`config.mk`:
```
export PLATFORM = sky130hd
export DESIGN_NAME = pg_prefix_sum_pipe_flat
export DESIGN_NICKNAME = d
export VERILOG_FILES = /design/src/rtl/pg_prefix_sum_pipe_if.sv /design/src/rtl/pg_prefix_sum_pipe.sv /design/src/flat_wrapper.sv
export SDC_FILE = /design/constraint.sdc
export NUM_CORES = 1
export LEC_CHECK = 0
export ABC_CLOCK_PERIOD_IN_PS = 2800
export BUFFER_PORTS_ARGS = -buffer_cell sky130_fd_sc_hd__buf_4
export CORE_MARGIN = 2
export CORE_UTILIZATION = 50
export DETAILED_ROUTE_END_ITERATION = 16
export PLACE_DENSITY = 0.76
export SLEW_MARGIN = 20
export SYNTH_ARGS = -nofsm -noshare
export SYNTH_HDL_FRONTEND = slang
export SYNTH_SLANG_ARGS = --single-unit
export TNS_END_PERCENT = 10
```
`constraint.sdc`:
```
create_clock -name clk -period 2.8 [get_ports clk]
set_input_delay 0.28 -clock clk [delete_from_list [all_inputs] [get_ports clk]]
set_output_delay 0.28 -clock clk [all_outputs]
set_load 0.005 [all_outputs]
```
`src/rtl/pg_prefix_sum_pipe_if.sv`:
```
// rtl/pg_prefix_sum_pipe_if.sv - handshake bundle for the pipelined prefix-sum carry network
// Signals:
//   in_valid/in_ready   operation handshake, in_pg = {p,g} pairs per bit, in_cin = carry-in
//   out_valid/out_ready result handshake, out_sum = sum bits, out_cout = carry-out
// Modports: master = producer/consumer side, slave = the pipeline.
interface pg_prefix_sum_pipe_if #(
  parameter int WIDTH = 16
);
  logic               in_valid;
  logic               in_ready;
  logic [2*WIDTH-1:0] in_pg;
  logic               in_cin;
  logic               out_valid;
  logic               out_ready;
  logic [WIDTH-1:0]   out_sum;
  logic               out_cout;

  modport master (
    output in_valid, in_pg, in_cin, out_ready,
    input  in_ready, out_valid, out_sum, out_cout
  );

  modport slave (
    input  in_valid, in_pg, in_cin, out_ready,
    output in_ready, out_valid, out_sum, out_cout
  );
endinterface

```
`src/rtl/pg_prefix_sum_pipe.sv`:
```
// rtl/pg_prefix_sum_pipe.sv - pipelined Kogge-Stone carry network and sum stage
// Ports:
//   clk    rising-edge clock
//   rst_n  asynchronous active-low reset (clears valid bits, discards in-flight ops)
//   bus    slave side of pg_prefix_sum_pipe_if (in_* operation, out_* result)
// Stage 0 captures p/g with cin folded into g[0]; stages 1..LOG2W each register
// one prefix level. The sum is formed combinationally from the last stage, so a
// result appears LOG2W+1 cycles after accept. A single global advance stalls the
// whole pipe when the result is not taken.
module pg_prefix_sum_pipe #(
  parameter int WIDTH = 16,
  parameter int LOG2W = 4
) (
  input logic                 clk,
  input logic                 rst_n,
  pg_prefix_sum_pipe_if.slave bus
);

  logic             advance;
  logic [LOG2W:0]   v_r;

  assign advance      = ~v_r[LOG2W] | bus.out_ready;
  assign bus.in_ready = advance;

  always_ff @(posedge clk or negedge rst_n) begin
    if (!rst_n) begin
      v_r <= '0;
    end else if (advance) begin
      v_r <= {v_r[LOG2W-1:0], bus.in_valid};
    end
  end

  for (genvar k = 0; k <= LOG2W; k++) begin : st
    // p_q: raw propagate for the sum, g_q: prefix generate, cin_q: op carry-in
    logic [WIDTH-1:0] p_d, g_d, p_q, g_q;
    logic             cin_d, cin_q;

    // Group propagate is only needed to feed a later level, so the last
    // stage does not keep it.
    if (k < LOG2W) begin : pq
      logic [WIDTH-1:0] pp_d, pp_q;

      if (k == 0) begin : c0
        assign pp_d = p_d;
      end else begin : cn
        localparam int D = 1 << (k - 1);
        always_comb begin
          pp_d = st[k-1].pq.pp_q;
          for (int i = D; i < WIDTH; i++) begin
            pp_d[i] = st[k-1].pq.pp_q[i] & st[k-1].pq.pp_q[i-D];
          end
        end
      end

      always_ff @(posedge clk) begin
        if (advance) begin
          pp_q <= pp_d;
        end
      end
    end

    if (k == 0) begin : cap
      always_comb begin
        p_d   = '0;
        g_d   = '0;
        cin_d = bus.in_cin;
        for (int i = 0; i < WIDTH; i++) begin
          p_d[i] = bus.in_pg[2*i+1];
          g_d[i] = bus.in_pg[2*i];
        end
        // Carry-in behaves like a generate into bit 0.
        g_d[0] = g_d[0] | (p_d[0] & bus.in_cin);
      end
    end else begin : lvl
      localparam int D = 1 << (k - 1);
      always_comb begin
        p_d   = st[k-1].p_q;
        cin_d = st[k-1].cin_q;
        g_d   = st[k-1].g_q;
        for (int i = D; i < WIDTH; i++) begin
          g_d[i] = st[k-1].g_q[i] | (st[k-1].pq.pp_q[i] & st[k-1].g_q[i-D]);
        end
      end
    end

    always_ff @(posedge clk) begin
      if (advance) begin
        p_q   <= p_d;
        g_q   <= g_d;
        cin_q <= cin_d;
      end
    end
  end

  // After the last level g_q[i] is the carry out of bit i.
  logic [WIDTH-1:0] carry;
  assign carry = {st[LOG2W].g_q[WIDTH-2:0], st[LOG2W].cin_q};

  // Masking with the valid bit gives zero outputs in reset without resetting data.
  assign bus.out_valid = v_r[LOG2W];
  assign bus.out_sum   = v_r[LOG2W] ? (st[LOG2W].p_q ^ carry) : '0;
  assign bus.out_cout  = v_r[LOG2W] & st[LOG2W].g_q[WIDTH-1];

endmodule

```
`src/flat_wrapper.sv`:
```
// flat-port wrapper written by rule: the top's interface ports become plain ports
module pg_prefix_sum_pipe_flat 
#(
  parameter int WIDTH = 16,
  parameter int LOG2W = 4
)
  (clk, rst_n, bus_in_valid, bus_in_pg, bus_in_cin, bus_out_ready, bus_in_ready, bus_out_valid, bus_out_sum, bus_out_cout);
  pg_prefix_sum_pipe_if #(.WIDTH(WIDTH)) bus_i ();
  input logic clk;
  input logic rst_n;
  input wire logic [$bits(bus_i.in_valid)-1:0] bus_in_valid;
  input wire logic [$bits(bus_i.in_pg)-1:0] bus_in_pg;
  input wire logic [$bits(bus_i.in_cin)-1:0] bus_in_cin;
  input wire logic [$bits(bus_i.out_ready)-1:0] bus_out_ready;
  output wire logic [$bits(bus_i.in_ready)-1:0] bus_in_ready;
  output wire logic [$bits(bus_i.out_valid)-1:0] bus_out_valid;
  output wire logic [$bits(bus_i.out_sum)-1:0] bus_out_sum;
  output wire logic [$bits(bus_i.out_cout)-1:0] bus_out_cout;
  assign bus_i.in_valid = bus_in_valid;
  assign bus_i.in_pg = bus_in_pg;
  assign bus_i.in_cin = bus_in_cin;
  assign bus_i.out_ready = bus_out_ready;
  assign bus_in_ready = bus_i.in_ready;
  assign bus_out_valid = bus_i.out_valid;
  assign bus_out_sum = bus_i.out_sum;
  assign bus_out_cout = bus_i.out_cout;
  pg_prefix_sum_pipe #(.WIDTH(WIDTH), .LOG2W(LOG2W)) u_core (.clk(clk), .rst_n(rst_n), .bus(bus_i));
endmodule
```
==> run_results.csv <==
group,metric,value,unit
run_status,status,"finished clean",
sta,setup_violations,0,
sta,worst_pin_slew,0.6030,ns
synthesis,yosysSeqAreaShare,86.76,%
route,wl_per_cell,15.22,um
cts,cts-root-buf,"clkbuf_16",
route,viasPerCell,4.759,
hold_path,worstHoldEndpoint,"u_core.v_r[0]$_DFFE_PN0P_",
sta,skew,0.01140,ns
sta,fin_crit_sh,77.30,%
route,drt_first_pass_iters,4,
finish,final_nets,480,
finish,diodes,0,
floorplanning,die-width,122.6,um
cts,postCtsSetupBuffers,0,
route,drc_errors,0,
sta,setup_tns,0,ns
placement,place_area,7744,um2
placement,gp_congestion,0.7410,
sta,slew_headroom,59.80,%
global_route,overflow,0,
setup_path,start_kind,"flip-flop",
floorplanning,die_h,122.6,um
sta,rsz0062_at_grt,"false",
synthesis,yosysUniqueCellTypes,11,
setup_path,endpoint_kind,"output port",
route,routed_wirelength,9.679,mm
placement,dp_slack,0.9277,ns
setup_path,critPathSlowestCell,"dfrtp_1",
synthesis,synth_area,7032,um2
global_route,track_usage,13.74,%
setup_path,worstReg2RegStart,"u_core.v_r[4]$_DFFE_PN0P_",
cts,clk-insertion-delay-late,0.48,ns
sta,final_hold_viol_count,0,
synthesis,syn_inst,329,
sta,finalCriticalPeriod,2.164,ns
synthesis,ys_ff_latch,204,
power,pwr_density_cell,1001,nW/um2
cts,clk_pin_slew,0.06,ns
cts,tritoncts,"yes",
global_route,antenna_found_initial,0,
cts,cts.sinks,204,
placement,io_buffers,55,
finish,drive_gt1_share,21.05,%
hold_path,hp-start,"bus_in_valid",
finish,final_cells,636,
finish,syn_to_final_growth,23.17,%
power,p_leak,3.306,nW
setup_path,timing.rr.end,"u_core.st[2].p_q[14]$_DFFE_PP_",
placement,placedCellCount,568,
floorplanning,boundaryPins,56,
global_route,grt_pass1_vias,3215,
synthesis,synth_area_per_cell,21.37,um2
setup_path,worst_ep_arrival_time,1.88,ns
finish,stdcell_area,8661,um2
global_route,grt_pass1_wl,15.93,mm
route,antenna_left,0,
setup_path,slowest_delay,0.66,ns
floorplanning,die_area,15030,um2
floorplanning,rows,43,
floorplanning,initial_core_util,50.86,%
finish,fillers,892,
cts,cts_made_buffers,20,
setup_path,critical_path.max_fanout,39,
placement,dp.final_hpwl,6.018,mm
cts,h-tree-depth,1,
route,vias,3027,
synthesis,yosys_warnings,0,
job,maxCapViolations,0,
setup_path,r2r_cells,2,
hold_path,hold_class,"input port to flip-flop",
setup_path,cp.required,2.52,ns
floorplanning,core_area,13830,um2
setup_path,crit_type,"flip-flop to output port",
power,irDropWorstVdd,0.0005343,V
synthesis,synth_nets,366,
setup_path,crit_chain,"nand2b_4 -> buf_4",
cts,clk_path_buf_depth,3,
sta,slew_viol_final,0,
route,drtIter0Drc,152,
global_route,grt_start_max_net_pins,52,
hold_path,whs_path_depth,2,
sta,max_clock_freq,462.0,MHz
sta,fin_ws,0.6356,ns
setup_path,reg2reg_slack,0.98,ns
worst max-delay path, delay by kind of cell, from the launching register on:
kind	cells	cell delay, ns
buf+inv	1	0.29
flops	1	0.66
simple gates	1	0.44
report_power, final:
group          switching, W  internal (W)
registers          0.000441       0.00461
clock network      0.000990       0.00136
logic              0.000575      0.000696
total               0.00201       0.00667
cell type report:
class / instances / area, um2 / area share [%]
clock buffer: 24 / 536.8 / 6.198
clock inverter: 11 / 50.05 / 0.5779
multi-input combinational: 123 / 922.1 / 10.65
sequential: 204 / 6101 / 70.44
tap: 180 / 225.2 / 2.600
timing repair buffer: 94 / 825.8 / 9.535
flip-flops by register name, summed over array words and instances (netlist names):
register	count
u_core.st.g_q	80
u_core.st.p_q	80
u_core.st.cin_q	5
u_core.v_r	5
u_core.st.pq.pp_q	34
Yosys cell counts:
library cell | count | area share (%)
buf_6 | 1 | 0.16
a21o_1 | 50 | 5.3
buf_2 | 1 | 0.071
xor2_1 | 16 | 2.0
edfxtp_1 | 199 | 85
dfrtp_1 | 5 | 1.8
mux2_4 | 4 | 0.85
nand2b_1 | 1 | 0.089
and2_2 | 5 | 0.53
and2_1 | 46 | 4.1
or2b_1 | 1 | 0.11
how the worst max path moves through the flow:
stage | slack [ns] | start | cells after the start | end
floorplan | 0.78 | u_core.v_r[4]$_DFFE_PN0P_ | 3 | u_core.v_r[0]$_DFFE_PN0P_
global placement | 1.01 | u_core.v_r[4]$_DFFE_PN0P_ | 2 | u_core.st[2].p_q[13]$_DFFE_PP_
global route | 0.43 | u_core.v_r[4]$_DFFE_PN0P_ | 2 | bus_in_ready
detailed placement | 0.93 | u_core.v_r[4]$_DFFE_PN0P_ | 2 | u_core.st[2].g_q[15]$_DFFE_PP_
finish | 0.64 | u_core.v_r[4]$_DFFE_PN0P_ | 2 | bus_in_ready
CTS | 0.54 | u_core.v_r[4]$_DFFE_PN0P_ | 2 | bus_in_ready
per-layer routing:
metal | track usage [%] | vias to the layer above | share of wire (%)
met5 | 0 | - | 0
met4 | 6.034 | 0 | 2.5
met3 | 2.509 | 18 | 4.2
met2 | 23.06 | 62 | 52
met1 | 17.67 | 1454 | 42
li1 | - | 1493 | -
layout by cell type, fill, tap and decap left out:
cell / synthesis / final
a21o_1: 50 / 50
and2_1: 46 / 46
and2_2: 5 / 5
buf_12: 0 / 3
buf_4: 0 / 58
clkbuf_1: 0 / 3
clkbuf_16: 0 / 21
clkinv_1: 0 / 7
clkinv_2: 0 / 3
dfrtp_1: 5 / 5
dlygate4sd3_1: 0 / 33
edfxtp_1: 199 / 199
inv_6: 0 / 1
mux2_4: 4 / 4
nand2b_4: 0 / 1
or2b_1: 1 / 1
xor2_1: 16 / 16
timing repair:
| action | in CTS | in global routing |
|---|---|---|
| hold endpoints to repair | 37 | 0 |
| hold buffers | 33 | 0 |
| resized for setup | 0 | 0 |
cell families (layout without fill, tap and decap cells):
kind of cell / after synthesis / count (layout) / synth area share (%)
AO/OA/AOI/OAI: 50 / 50 / 5.338
AND/OR/NAND/NOR: 53 / 53 / 4.822
XOR/XNOR: 16 / 16 / 1.993
buffers and inverters: 2 / 129 / 0.2312
flip-flops: 204 / 204 / 86.76
multiplexers: 4 / 4 / 0.8541
stage by stage:
step,total power (W),hold WS (ns),util (%)
6_report,0.008671,0.04100,62.64
5_1_grt,0.009111,0.02425,62.64
4_1_cts,0.008782,0.02054,62.64
3_5_place_dp,0.006375,0.08340,56.00
3_3_place_gp,0.006298,0.08165,56.00
2_1_floorplan,0.005668,-0.01559,-
(Power assumes the default switching activity.)
